<file path="src/rtl/rec2pol_pkg.sv">
// Shared defaults, fixed-point constants and FSM encodings for the rec2pol CORDIC converter.
package rec2pol_pkg;

  typedef logic [31:0] word_t;

  localparam int NITER_DEF = 32;
  localparam int IW_DEF    = 34;

  localparam int MOD_FRAC = 16;
  localparam int ANG_FRAC = 24;

  localparam word_t ANG_90   = 32'h5A00_0000;
  localparam word_t INV_GAIN = 32'h9B74_EDA8;

  localparam logic [1:0] ST_IDLE = 2'd0;
  localparam logic [1:0] ST_RUN  = 2'd1;
  localparam logic [1:0] ST_OUT  = 2'd2;

endpackage

</file>
<file path="src/rtl/rec2pol_atan_rom.sv">
// Combinational arctangent table: round(atan(2^-i) * 180/pi * 2^24), i.e. 8.24 degrees.
module rec2pol_atan_rom
  import rec2pol_pkg::*;
(
  input  logic [4:0] idx_i,
  output word_t      atan_o
);

  // Table lookup; entries past i=30 round to zero.
  always_comb begin
    case (idx_i)
      5'd0:    atan_o = 32'h2D00_0000;
      5'd1:    atan_o = 32'h1A90_A732;
      5'd2:    atan_o = 32'h0E09_4740;
      5'd3:    atan_o = 32'h0720_0112;
      5'd4:    atan_o = 32'h0393_8AA6;
      5'd5:    atan_o = 32'h01CA_3795;
      5'd6:    atan_o = 32'h00E5_2A1B;
      5'd7:    atan_o = 32'h0072_96D8;
      5'd8:    atan_o = 32'h0039_4BA5;
      5'd9:    atan_o = 32'h001C_A5DA;
      5'd10:   atan_o = 32'h000E_52EE;
      5'd11:   atan_o = 32'h0007_2977;
      5'd12:   atan_o = 32'h0003_94BC;
      5'd13:   atan_o = 32'h0001_CA5E;
      5'd14:   atan_o = 32'h0000_E52F;
      5'd15:   atan_o = 32'h0000_7297;
      5'd16:   atan_o = 32'h0000_394C;
      5'd17:   atan_o = 32'h0000_1CA6;
      5'd18:   atan_o = 32'h0000_0E53;
      5'd19:   atan_o = 32'h0000_0729;
      5'd20:   atan_o = 32'h0000_0395;
      5'd21:   atan_o = 32'h0000_01CA;
      5'd22:   atan_o = 32'h0000_00E5;
      5'd23:   atan_o = 32'h0000_0073;
      5'd24:   atan_o = 32'h0000_0039;
      5'd25:   atan_o = 32'h0000_001D;
      5'd26:   atan_o = 32'h0000_000E;
      5'd27:   atan_o = 32'h0000_0007;
      5'd28:   atan_o = 32'h0000_0004;
      5'd29:   atan_o = 32'h0000_0002;
      5'd30:   atan_o = 32'h0000_0001;
      5'd31:   atan_o = 32'h0000_0000;
      default: atan_o = 32'h0000_0000;
    endcase
  end

endmodule

</file>
<file path="src/rtl/rec2pol_cordic.sv">
// Iterative vectoring-mode CORDIC: (x, y) in 16.16 -> modulus 16.16 and angle 8.24 degrees.
// Define REC2POL_DONE_EN to add a one-cycle 'done' strobe on the result-update edge.
module rec2pol_cordic
  import rec2pol_pkg::*;
#(
  parameter int NITER = NITER_DEF,
  parameter int IW    = IW_DEF
) (
  input  logic        clock,
  input  logic        reset,
  input  logic        enable,
  input  logic        start,
  input  logic [31:0] x_in,
  input  logic [31:0] y_in,
`ifdef REC2POL_DONE_EN
  output logic        done,
`endif
  output logic [31:0] mod_res,
  output logic [31:0] angle_res
);

  localparam logic [4:0] ITER_LAST = 5'(NITER - 1);

  logic [1:0]            state_q, state_d;
  logic [4:0]            iter_q, iter_d;
  logic signed [IW-1:0]  x_q, x_d, y_q, y_d;
  word_t                 z_q, z_d;
  word_t                 mod_q, mod_d, ang_q, ang_d;
  word_t                 atan_s;
  logic signed [IW-1:0]  xin_s, yin_s, xsh_s, ysh_s;
  logic signed [IW+32:0] prod_s;
  logic signed [IW:0]    mod_full_s;
  word_t                 mod_sat_s;

  rec2pol_atan_rom u_atan_rom (
    .idx_i  (iter_q),
    .atan_o (atan_s)
  );

  assign xin_s = {{(IW-32){x_in[31]}}, x_in};
  assign yin_s = {{(IW-32){y_in[31]}}, y_in};
  assign xsh_s = x_q >>> iter_q;
  assign ysh_s = y_q >>> iter_q;

  // x_final stays non-negative, so the unsigned gain is applied as a positive signed operand.
  assign prod_s     = x_q * $signed({1'b0, INV_GAIN});
  assign mod_full_s = (IW+1)'(prod_s >>> 32);

  // Clamp moduli that no longer fit in signed 16.16.
  always_comb begin
    if (!mod_full_s[IW] && (|mod_full_s[IW-1:31])) begin
      mod_sat_s = 32'h7FFF_FFFF;
    end else begin
      mod_sat_s = mod_full_s[31:0];
    end
  end

  // Next state: start loads and pre-rotates into the right half-plane, then one micro-rotation per step.
  always_comb begin
    state_d = state_q;
    iter_d  = iter_q;
    x_d     = x_q;
    y_d     = y_q;
    z_d     = z_q;
    mod_d   = mod_q;
    ang_d   = ang_q;
    if (start) begin
      state_d = ST_RUN;
      iter_d  = 5'd0;
      if (!x_in[31]) begin
        x_d = xin_s;
        y_d = yin_s;
        z_d = 32'h0000_0000;
      end else if (!y_in[31]) begin
        x_d = yin_s;
        y_d = -xin_s;
        z_d = ANG_90;
      end else begin
        x_d = -yin_s;
        y_d = xin_s;
        z_d = 32'h0000_0000 - ANG_90;
      end
    end else begin
      case (state_q)
        ST_IDLE: state_d = ST_IDLE;
        ST_RUN: begin
          if (!y_q[IW-1]) begin
            x_d = x_q + ysh_s;
            y_d = y_q - xsh_s;
            z_d = z_q + atan_s;
          end else begin
            x_d = x_q - ysh_s;
            y_d = y_q + xsh_s;
            z_d = z_q - atan_s;
          end
          if (iter_q == ITER_LAST) begin
            state_d = ST_OUT;
          end else begin
            iter_d = iter_q + 5'd1;
          end
        end
        ST_OUT: begin
          mod_d   = mod_sat_s;
          ang_d   = z_q;
          state_d = ST_IDLE;
        end
        default: state_d = ST_IDLE;
      endcase
    end
  end

  // Datapath and result registers: reset wins, otherwise advance only on enabled edges.
  always_ff @(posedge clock) begin
    if (reset) begin
      state_q <= ST_IDLE;
      iter_q  <= 5'd0;
      x_q     <= '0;
      y_q     <= '0;
      z_q     <= 32'h0000_0000;
      mod_q   <= 32'h0000_0000;
      ang_q   <= 32'h0000_0000;
    end else if (enable) begin
      state_q <= state_d;
      iter_q  <= iter_d;
      x_q     <= x_d;
      y_q     <= y_d;
      z_q     <= z_d;
      mod_q   <= mod_d;
      ang_q   <= ang_d;
    end
  end

  assign mod_res   = mod_q;
  assign angle_res = ang_q;

`ifdef REC2POL_DONE_EN
  logic done_q;

  // Strobe on the publishing edge; any other enabled edge, a start or reset clears it.
  always_ff @(posedge clock) begin
    if (reset) begin
      done_q <= 1'b0;
    end else if (enable) begin
      done_q <= (state_q == ST_OUT) && !start;
    end
  end

  assign done = done_q;
`endif

endmodule

</file>
<file path="config.mk">
export PLATFORM = sky130hd
export DESIGN_NAME = rec2pol_cordic
export DESIGN_NICKNAME = d
export VERILOG_FILES = /design/src/rtl/rec2pol_pkg.sv /design/src/rtl/rec2pol_atan_rom.sv /design/src/rtl/rec2pol_cordic.sv
export SDC_FILE = /design/constraint.sdc
export NUM_CORES = 2
export LEC_CHECK = 0
export BUFFER_PORTS_ARGS = -buffer_cell sky130_fd_sc_hd__buf_2
export CORE_MARGIN = 8
export CORE_UTILIZATION = 60
export DETAILED_ROUTE_END_ITERATION = 10
export PLACE_DENSITY = 0.77
export SETUP_SLACK_MARGIN = 0.3
export SLEW_MARGIN = 0
export SYNTH_ARGS = -nofsm -noshare
export SYNTH_HDL_FRONTEND = slang
export SYNTH_SLANG_ARGS = --single-unit
export TNS_END_PERCENT = 30
</file>
<file path="constraint.sdc">
create_clock -name clock -period 16.8 [get_ports clock]
set_input_delay 1.68 -clock clock [delete_from_list [all_inputs] [get_ports clock]]
set_output_delay 1.68 -clock clock [all_outputs]
set_load 0.02 [all_outputs]
</file>
After elaboration in Yosys (flattened, before gate mapping)

Memories as Yosys holds them, arrays and structs flattened. A register that Yosys moved wholly into a read port is not among the register bits.
Index checks and enable logic that the tools add are counted.

Memories: 1
Word-level logic and storage cells: 58
ROM bits: 960
Bits in registers: 171
Output and inout bits: 64
Input bits: 68

Multiply operators: 1
Eq/ne operators: 5
Shift operators: 2
Bitwise gates (word level): 1
Reduce and logical (&&, ||, !) cells: 8
Multiplexer cells: 24
$add $sub $neg: 9

Memory list:

| name             | depth | bits a word | rd ports | clocked after memory_dff | wr ports | line                   | text |
|---|---|---|---|---|---|---|---|
| (name not given) | 32    | 30          | 1        | 1                        | 0        | rec2pol_atan_rom.sv:11 | `case (idx_i)` |

Operators with widths:

| kind                                                 | count |
|---|---|
| 2-to-1 mux 34 bit                                    | 10 |
| 2-to-1 mux 32 bit                                    | 6 |
| adder 34 bit                                         | 2 |
| negation 32 -> 34 bit                                | 2 |
| >>> shifter 34 x 5 -> 34 bit                         | 2 |
| subtractor 34 bit                                    | 2 |
| multiplier 34 x 30 -> 64 bit (second input constant) | 1 |
| adder 32 bit                                         | 1 |
| subtractor 32 bit                                    | 1 |
| 2-to-1 mux 5 bit                                     | 5 |
| 2-to-1 mux 2 bit                                     | 3 |
| AND reduction 3 bit                                  | 2 |
| adder 5 x 1 -> 5 bit (second input constant)         | 1 |
| == test 5 bit (second input constant)                | 1 |
| AND reduction 2 bit                                  | 2 |
| inequality test 3 bit (second input constant)        | 1 |
| OR reduction 3 bit                                   | 1 |
| == test 2 x 1 -> 1 bit (second input constant)       | 1 |
| == test 2 bit (second input constant)                | 1 |
| inequality test 2 bit (second input constant)        | 1 |
| nonzero test 2 bit                                   | 1 |
| logical AND 1 bit                                    | 1 |
| zero test 1 bit                                      | 1 |
| NOT 1 bit                                            | 1 |

Logic depth before layout (Yosys ltp)

Depth after elaboration: 6
Mapped depth: 30
Depth with buffers taken out: 28

Hierarchy

A second synthesis with hierarchy kept.

Cells, all modules: 4881
Area total of the unflattened synthesis: 40820.4 µm²

By module, submodules not included:

| module           | area an instance (µm²) | seq. area each (µm²) | cells each | instances |
|---|---|---|---|---|
| rec2pol_cordic   | 39746.9                | 3423.3               | 4728       | 1 |
| rec2pol_atan_rom | 1073.5                 | 0.0                  | 153        | 1 |

Least setup slack after synthesis

No wires, ideal clock.

Kind: flip-flop to flip-flop
Start: register x_q[33]
End: register mod_q[30] (netlist: mod_res[30])
Path buffers: 4
Clock period less this slack: 8547 ps
Arrival time: 8456 ps
Setup slack: 8253 ps
Stages on the path, launching flop included: 23
Path through: dfxtp_1 clkbuf_1 inv_1 clkbuf_1 o21ai_0 fa_1 fa_1 fa_1 fa_1 inv_1 fa_1 inv_1 ha_1 clkbuf_1 nand2_1 or3_1 or2_2 o31ai_1 a21oi_1 o211ai_1 o21ai_0 clkbuf_1 a311oi_1

Longest elaborated chain between the ends: 4
Elaborated cells between the ends (all ways): 5
Classes of those cells: 1 x mul; 1 x mux; 3 x reduce/logical

Ends and longest elaborated chain:

| item                                                  | line                  | text |
|---|---|---|
| start: declaration                                    | rec2pol_cordic.sv:26  | `logic signed [IW-1:0] x_q, x_d, y_q, y_d;` |
| start signal: assignment                              | rec2pol_cordic.sv:117 | `x_q <= '0;` |
| start signal: assignment                              | rec2pol_cordic.sv:125 | `x_q <= x_d;` |
| multiplier 34 x 30 -> 64 bit (*)                      | rec2pol_cordic.sv:46  | `assign prod_s = x_q * $signed({1'b0, INV_GAIN});` |
| OR reduction 3 bit or zero test 1 bit (tied branches) | rec2pol_cordic.sv:51  | `if (!mod_full_s[IW] && (\|mod_full_s[IW-1:31])) begin` |
| logical AND 1 bit                                     | rec2pol_cordic.sv:51  |  |
| 2-to-1 mux 32 bit (*)                                 | rec2pol_cordic.sv:51  |  |
| end signal: assignment                                | rec2pol_cordic.sv:128 | `mod_q <= mod_d;` |
| end: declaration                                      | rec2pol_cordic.sv:28  | `word_t mod_q, mod_d, ang_q, ang_d;` |

Every way passes the cells marked *; elsewhere a longest branch is shown, timed or not.
A chain may end at the register's enable or synchronous reset.

Worst setup path after layout

Start: register x_q[15]
End: register mod_q[3] (netlist: mod_res[3])

The elaborated chain is that of the path after synthesis.

==> results.md <==
* Total Routing Usage GR at 33.77%
* Fin crit share at 54.57%
* Post-CTS sizing at 0
* CP Max Fanout at 30
* Largest area contributor in the netlist: fa_1
* CTS sink count at 201
* Setup crit start kind: register
* Via count at 35,940
* Antenna-violating nets left at 0
* Global route overflow at 0
* WL/cell at 23.05 um
* H-tree depth at 1
* Post-Syn Nets at 5,852
* Yosys top cell area share at 22.87%
* Core Footprint at 67,280 um^2
* CP peak stage delay at 0.96 ns
* Slew margin rel. at 17.15%
* Cts hold-fix bufs at 0
* MaxCap Viol Count at 0
* RSZ-0062 raised after global routing: no
* Die ar. at 76,580 um^2
* Ys async rst share at 0%
* Setup TNS at 0 ns
* Clk_lat worst skew at 0.63 ns
* Critical path class: register to register
* Routed vias/inst at 6.275
* Die height at 276.7 um
* CP required at 17.25 ns
* Vias in the first global route at 34,520
* Clock root buffer: clkbuf_16
* Avg Inst Size Synth at 8.424 um^2
* Largest net degree at the start of global routing at 97
* Placement row count at 95
* First-pass GRT wire length at 205,000 um
* DP HPWL at 109,800 um
* Commonest non-fill, non-tap cell in the layout: inv_1
* Number of flops mapped to enable cells by yosys at 0
* Commonest cells after routing, fill and taps aside: inv_1 (799), ha_1 (476), fa_1 (466)
* Max Transition Viols Final at 0
* Post-route DRC at 0
* Most used DFF post-synth: dfxtp_1
* Share of cells above drive strength 1 at 7.418%
* TritonCTS clock tree: built
* Finished Core Util at 63.92%
* Total wire length at 132,000 um
* Worst Setup End Kind: register
* Hold Fails Final Rpt at 0
* Crit-path most repeated cell: fa_1
* Slowest-stage cell, CP: o21ai_2
* Seq/Total Area, Yosys at 9.865%
* Hold Crit Class: register to register
* Yosys warnings at 0
* 1st-pass router iterations at 9
* Distinct cells, synth at 98
* Nets at 5,842
* Synth-to-Final Area Change at 5.426%
* Clock transition at the registers of the reported paths at 0.06 ns
* Port bufs at 131
* Cts bufs inserted at 28
* Die width at 276.7 um
* Run status: complete, no violations
* Initial antenna violation count at 1
* Final min period at 9.167 ns
* Worst EP arrival at 9.62 ns
* Area of the mapped netlist at 40,790 um^2
* Io pins at 132
* Initial Util at 60.63%
* Slew @ Worst Pin at 1.236 ns
* GPL Wtd Cong at 1.028
* Initial DRC Count at 4,391
* Final setup fails at 0
* Yosys reg bits at 201
* Final Skew at 0.06707 ns
* Bufs on Longest Clock Path at 3
* Synth area leaders: fa_1 (23%), ha_1 (15%), dfxtp_1 (9.9%)
* FMAX at 0.1091 GHz
* Mapped Cells at 4,842
* Post-CTS Setup Inserts at 0
worst paths after layout:
| kind | endpoint | slack, ns | from | cells past startpoint |
|---|---|---|---|---|
| max | mod_res[3] | 7.63 | x_q[15] | 26 |
| max reg2reg | mod_res[3] | 7.63 | x_q[15] | 26 |
| min reg2reg | angle_res[3] | 0.45 | angle_res[3] | 2 |
| min | angle_res[3] | 0.45 | angle_res[3] | 2 |
Yosys cell counts, types with 19 or more instances:
library cell / count
a211oi_1: 67
a21oi_1: 344
xor2_1: 120
buf_1: 29
clkbuf_1: 152
o21bai_1: 21
mux2_2: 23
o211ai_1: 59
dfxtp_1: 201
nand2b_1: 26
a311oi_1: 58
a221oi_1: 20
o22ai_1: 27
nor3_1: 80
nor4_1: 21
nand3_1: 63
ha_1: 476
mux2i_1: 45
xnor2_1: 185
inv_1: 800
and3_1: 28
a21o_1: 95
o21ai_0: 171
nor2_1: 366
nand2_1: 334
o31ai_1: 27
and2_1: 31
o21a_1: 30
or3_1: 21
a31oi_1: 44
nor2b_1: 35
fa_1: 466
mux4_2: 67
a22oi_1: 39
nand4_1: 19
cells by family (layout without fill, tap and decap cells):
family          count (synthesis)  count (layout)  share of synthesized area [%]
flops                         201             201                          9.865
xor+xnor                      305             305                          6.549
simple gates                 1116            1116                          12.79
buf+inv                      1009            1020                          9.442
mux                           139             139                          5.696
other cells                     0               1                              0
fa+ha+maj                     942             942                          37.47
compound gates               1130            1130                          18.19
metal layers:
metal / track usage, % / wire length, um / up-vias
met2: 50.89 / 57430 / 1615
met5: 0 / 0 / -
met1: 47.61 / 56140 / 17500
met3: 6.814 / 12270 / 279
met4: 12.78 / 6152 / 0
li1: - / - / 16540
worst max-delay path, delay by kind of cell, from the launching register on:
family / cells / cell delay (ns)
flops: 1 / 0.69
compound gates: 10 / 3.59
xor+xnor: 1 / 0.22
fa+ha+maj: 9 / 4.07
simple gates: 1 / 0.12
buf+inv: 5 / 0.31
metrics by stage:
| step | cells | worst slack (ns) | hold slack, ns | instance area (um^2) |
|---|---|---|---|---|
| floorplan | 4842 | 8.253 | 0.4453 | 40790 |
| global placement | 5675 | 7.850 | 0.4411 | 42030 |
| detailed placement | 5675 | 7.738 | 0.4448 | 42030 |
| CTS | 5726 | 7.751 | 0.4478 | 43000 |
| global route | 5726 | 7.137 | 0.4752 | 43000 |
| finish | 5727 | 7.633 | 0.4496 | 43000 |
sequential cells by signal (all words and copies together) (netlist names):
name               cells
u_atan_rom.atan_o     30
y_q                   34
z_q                   32
state_q                2
iter_q                 5
angle_res             32
mod_res               32
x_q                   34
area by class of cell:
type,instances,area [um^2]
clock buffers,39,812.0
diodes,1,2.502
inverters,805,3022
repair buffers,164,914.6
clock inverters,12,160.2
well taps,873,1092
multi-input cells,3632,32960
fillers,5931,24270
flip-flops and latches,201,4040
Power is not shown: default switching activity piles up to over one toggle a cycle in this logic, so the estimate is an artifact.
